--- src/rtl/mux_n1_seq.sv ---
// mux_n1_seq: registered N_CH:1 mux with valid/ready output handshake; define MUX_N1_SEQ_SCAN_EN to add a round-robin scan mode
module mux_n1_seq #(
  parameter int N_CH = 8,
  parameter int W = 1,
  localparam int SEL_W = $clog2(N_CH)
) (
  input  logic              clk,
  input  logic              rst,
  input  logic              en,
`ifdef MUX_N1_SEQ_SCAN_EN
  input  logic              scan,
`endif
  input  logic [SEL_W-1:0]  sel,
  input  logic [N_CH*W-1:0] d,
  output logic [W-1:0]      y,
  output logic [SEL_W-1:0]  y_ch,
  output logic              y_valid,
  input  logic              y_ready,
  output logic              sel_err
);
  logic             fire;
  logic [SEL_W-1:0] ch;
  logic [W-1:0]     sel_data;
  logic             in_range;
  logic [W-1:0]     y_d, y_q;
  logic [SEL_W-1:0] y_ch_d, y_ch_q;
  logic             y_valid_d, y_valid_q;
  logic             sel_err_d, sel_err_q;
`ifdef MUX_N1_SEQ_SCAN_EN
  logic [SEL_W-1:0] ptr_d, ptr_q;
`endif
  // pick the channel, mux its data and compute next state; out-of-range channels read as zero
  always_comb begin
    fire = en && (!y_valid_q || y_ready);
`ifdef MUX_N1_SEQ_SCAN_EN
    ch = scan ? ptr_q : sel;
    ptr_d = (fire && scan) ? ((ptr_q == SEL_W'(N_CH - 1)) ? '0 : ptr_q + SEL_W'(1)) : ptr_q;
`else
    ch = sel;
`endif
    sel_data = '0;
    for (int k = 0; k < N_CH; k++)
      if (ch == SEL_W'(k)) sel_data = d[k*W +: W];
    in_range = 32'(ch) < N_CH;
    y_d = fire ? sel_data : y_q;
    y_ch_d = fire ? ch : y_ch_q;
    y_valid_d = fire || (y_valid_q && !y_ready);
    sel_err_d = fire ? !in_range : sel_err_q;
  end
  // state registers; reset wins over a same-cycle fire and discards any pending sample
  always_ff @(posedge clk) begin
    if (rst) begin
      y_q <= '0;
      y_ch_q <= '0;
      y_valid_q <= 1'b0;
      sel_err_q <= 1'b0;
`ifdef MUX_N1_SEQ_SCAN_EN
      ptr_q <= '0;
`endif
    end else begin
      y_q <= y_d;
      y_ch_q <= y_ch_d;
      y_valid_q <= y_valid_d;
      sel_err_q <= sel_err_d;
`ifdef MUX_N1_SEQ_SCAN_EN
      ptr_q <= ptr_d;
`endif
    end
  end
  assign y = y_q;
  assign y_ch = y_ch_q;
  assign y_valid = y_valid_q;
  assign sel_err = sel_err_q;
endmodule

--- config.mk ---
export PLATFORM = sky130hd
export DESIGN_NAME = mux_n1_seq
export DESIGN_NICKNAME = d
export VERILOG_FILES = /design/src/rtl/mux_n1_seq.sv
export SDC_FILE = /design/constraint.sdc
export NUM_CORES = 1
export LEC_CHECK = 0
export CORE_AREA = 5 5 42 44
export CTS_BUF_LIST = sky130_fd_sc_hd__clkbuf_8
export CTS_CLUSTER_DIAMETER = 30
export DETAILED_ROUTE_END_ITERATION = 12
export DIE_AREA = 0 0 47 49
export HOLD_SLACK_MARGIN = 0.05
export PLACE_DENSITY = 0.61
export SKIP_LAST_GASP = 1
export SLEW_MARGIN = 5
export SYNTH_ARGS = -nofsm -noshare
export SYNTH_HDL_FRONTEND = slang
export SYNTH_SLANG_ARGS = --single-unit
--- constraint.sdc ---
create_clock -name clk -period 3.7 [get_ports clk]
set_input_delay 0.555 -clock clk [delete_from_list [all_inputs] [get_ports clk]]
set_output_delay 0.555 -clock clk [all_outputs]
set_load 0.01 [all_outputs]
; After elaboration in Yosys (flattened, before gate mapping)
; Index checks and enable logic that the tools add are counted.
[totals]
out_inout_bits = 6
register_bits = 5
[op_classes]
n_reduce_logical = 7
eq_ne = 7
n_mux = 8
[op_table]
columns = op, n
row1 = equality test 3 bit (second input constant), 4
row2 = 2-to-1 mux 1 bit, 8
row3 = equality test 3 x 2 -> 1 bit (second input constant), 2
row4 = equality test 3 x 1 -> 1 bit (second input constant), 1
row5 = logical NOT 3 bit, 1
row6 = logical AND 1 bit, 2
row7 = logical NOT 1 bit, 2
row8 = logical OR 1 bit, 2

; Depth between registers and ports, before layout
[depth]
ltp_word = 9
depth_mapped = 4

; Least setup slack after synthesis
; OpenSTA, ideal clock, no wires.
[synth_timing]
kind = input to register
start = input port sel[2]
end = register y_q, in the netlist y
path_slack_ns = 2.157
path_buffers = 1
setup_ns = 0.091
t_required_ns = 3.609
arrival_ns = 1.452
cell_stages = 4
path_cell_list = buf_6 > mux2i_1 > mux4_2 > a311oi_1
[synth_between]
elab_chain_len = 9
elab_cells_between_ends = 16
cone_classes = 7 x eq/ne / 8 x mux / 1 x reduce/logical
[synth_rtl]
columns = item, line
row1 = from (decl), 13  ; input logic [SEL_W-1:0] sel,
row2 = logical NOT 3 bit, 43  ; if (ch == SEL_W'(k)) sel_data = d[k*W +: W];
row3 = 2-to-1 mux 1 bit (7 in series), 43
row4 = 2-to-1 mux 1 bit *, 43
row5 = to (signal assigned), 61  ; y_q <= y_d;
row6 = to (decl), 25  ; logic [W-1:0] y_d, y_q;
; Every way passes the cells marked *; elsewhere a longest branch is shown, timed or not.
; A chain may end at the register's enable or synchronous reset.

; Worst setup path in the final report
; Ends and elaborated chain as after synthesis.

==> run summary <==
TritonCTS built the clock tree. The path with the worst hold slack has its endpoint at y_ch[1]. For this configuration, the core starts out at a cell density of 18.93%.

The number of placement rows came out at 14. The cell depth of the worst min-delay path came out at 2. The number of global-route vias before repair is 290.

The endpoint class of the critical path is a flop. The number of clock sinks came out at 5. CTS placed an instance of sky130_fd_sc_hd__clkbuf_8 at the clock tree root. The library cells used most frequently in the layout, excluding fill and tap cells, are 19 x sky130_fd_sc_hd__clkdlybuf4s50_1, 5 x sky130_fd_sc_hd__a21oi_1, 5 x sky130_fd_sc_hd__dfxtp_1, 4 x sky130_fd_sc_hd__mux2i_1. In the final design database the tool counted 65 nets. The worst hold slack is 0.4746 ns. The startpoint type of the worst setup path is a primary input.

The combined area of all synthesized cells is 265.3 um2. The yosys synthesis warning count is 0. The power density normalized to cell area is 388.4 nW/um2. The count of antenna-violating nets left after detailed routing came out at 0. The endpoint identified for the worst register-to-register timing path is y. The clock latency at the later pin of the worst-skew pair is 0.22 ns. The library cell used most frequently in the layout, excluding fill and tap cells, is sky130_fd_sc_hd__clkdlybuf4s50_1. The post-route total power is 194.9 uW.

Timing would allow up to 0.5280 GHz. The weighted congestion reported at the end of routability-driven placement is 0.6778. The count of pins over their slew limit is 0. The signed area change from the synthesized netlist to the final layout is 89.15%.

21 I/O pins were placed. The post-route netlist has 8.163% of its cells at a drive strength greater than 1. The number of cells traversed by the worst register-to-register path came out at 3. The worst ir drop on vdd came out at 0.3054 mV. The setup path with the least slack is of type primary input to flop. In this run the most critical hold path is launched from y_ch[1]. The horizontal extent of the die came out at 47 um. Dividing the detail-routed wire length by the instance count gives 11.78 um.

The placed wire-length estimate after detailed placement is 608.4 um. In this run, distinct cell masters in the synthesized netlist total 13. The run finished with clean final reports.

The path type of the worst min-delay path is flop to flop. In this run the most used layer during global routing was met2. The number of failing hold endpoints at the final stage came out at 0. The clock period minus worst slack came out at 1.894 ns. Summed over its instances, the top area cell type makes up 37.74% of the synthesized netlist area. The synthesis-stage register bit count is 5. The iteration count of the initial detailed-routing pass is 4. The count of input and output buffers came out at 19. The static leakage is 0.0001986 uW. After synthesis, flip-flops and latches occupy 37.74% of the total area. The area of the placeable core came out at 1401 um2. The arrival time reported for the critical path endpoint is 2.02 ns.

The clock edge transition at the registers on the reported setup and hold paths is 0.04 ns. The reg2reg setup slack came out at 2.76 ns. Sorting the synthesized cells by area gives the leading types as sky130_fd_sc_hd__dfxtp_1 38%, sky130_fd_sc_hd__mux2i_1 15%, sky130_fd_sc_hd__a21oi_1 9.4%. The cell area after layout came out at 501.7 um2.

The global-route wire length before repair came out at 1.200 mm. Across the routed clock network, the largest skew measured is 0.002147 ns. The quantity of gates resized following cts came out at 0. After detailed routing, the total wire length is 766 um.

The met3 layer usage reported by global route is 6.642%. Once placement finished, the instance area stood at 456.7 um2. The die span in y is 49 um. The number of H-tree levels is 1. The number of clock buffers added by TritonCTS is 3.

The ratio of routed vias to standard cells is 4.431. The count of mapped cells out of synthesis is 28. The largest net degree at the start of global routing came out at 7. The overall overflow remaining after global route is 0. The DRC violation count after routing came out at 0. The synthesized area per cell is 9.473 um2. The routed layout has 288 vias. The number of antenna violations at the first check in global routing is 0. Setup violations remaining at the end of the flow were counted as 0. The die outline area is 2303 um2. Data on the critical path is required at its endpoint by 3.83 ns. The part of the cycle the worst path needs came out at 51.19%.

For this design, the CTS-stage hold fixing added 0 buffers. In this run, the number of DRC markers left after iteration 0 of detailed routing was 1. The worst-case clock buffer depth came out at 2.

Along the worst path, the maximum fanout reaches 5. For this run, the total global-route usage over all layers was measured as 7.556%. The number of violations of the max-capacitance limit came out at 0. 0 antenna diodes ended up in the layout. The number of fill cells is 159.

The met2 track utilization from global routing came out at 11.76%. The final standard cell utilization of the core is 35.80%. The global routing usage on met1 came out at 8.204%. The post-synth net total came out at 43. In this run the critical register-to-register path is launched from y_valid. The number of buffers inserted to repair setup after CTS is 0.

Of all cell types, the one taking the most synthesized area is sky130_fd_sc_hd__dfxtp_1. In the final timing run, aggregate negative setup slack is 0 ns. Setup repair after global routing left no endpoint under its margin.
==> worst max-delay path, stage by stage <==
cell and delay (ns):
sky130_fd_sc_hd__clkdlybuf4s50_1 0.61, sky130_fd_sc_hd__mux2i_1 0.11, sky130_fd_sc_hd__mux4_2 0.47, sky130_fd_sc_hd__a311oi_1 0.27
==> stage by stage <==
stage / cells / worst slack [ns]
finish: 65 / 1.806
global route: 65 / 1.704
CTS: 65 / 1.798
detailed placement: 61 / 1.573
global placement: 61 / 1.632
floorplan: 28 / 2.157
==> kinds of logic (layout without fill, tap and decap cells) <==
| group | Yosys count | in the layout | synth area share (%) |
|---|---|---|---|
| and+or+nand+nor | 5 | 5 | 10.38 |
| buffers and inverters | 3 | 24 | 8.490 |
| muxes | 5 | 5 | 23.58 |
| DFF | 5 | 5 | 37.74 |
| other | 1 | 1 | 1.414 |
| AOI/OAI and AO/OA | 9 | 9 | 18.39 |
==> where the power goes <==
part	internal (uW)	total, uW	switching (uW)
registers	57.9	59.6	1.69
clock network	71.0	96.6	25.6
logic	25.5	38.7	13.2
total	154	195	40.5
==> metal layers <==
layer | routed length (um) | vias up | part of all wire, %
met5 | 0 | - | 0
met1 | 298 | 136 | 39
li1 | - | 141 | -
met3 | 70 | 0 | 9.1
met4 | 0 | 0 | 0
met2 | 397 | 11 | 52
==> final cells by class <==
class / count / area (um2) / share of cell area, %
multi-input cells: 20 / 142.6 / 28.43
clock inverters: 1 / 3.754 / 0.7481
inverters: 1 / 3.754 / 0.7481
well taps: 16 / 20.02 / 3.990
clock buffers: 3 / 41.29 / 8.229
repair buffers: 19 / 190.2 / 37.91
flip-flops and latches: 5 / 100.1 / 19.95
==> worst max path at each step <==
stage / from / end / slack [ns] / cells after the start
floorplan: sel[2] / y / 2.16 / 4
global placement: sel[2] / y / 1.63 / 4
detailed placement: sel[2] / y / 1.57 / 4
CTS: sel[2] / y / 1.80 / 4
global route: sel[2] / y / 1.70 / 4
finish: sel[2] / y / 1.81 / 4
==> cells in the mapped netlist, drive strengths merged <==
cell type / count
a21oi: 5
a311oi: 1
buf: 2
conb: 1
dfxtp: 5
inv: 1
mux2i: 4
mux4: 1
nand2b: 1
nand3: 3
nor2b: 1
o21ai: 3
==> state kept, by name, summed over array words and instances (netlist names) <==
| name | count |
|---|---|
| y | 1 |
| y_valid | 1 |
| y_ch | 3 |
Note: power is estimated with default switching activity, not from simulation.
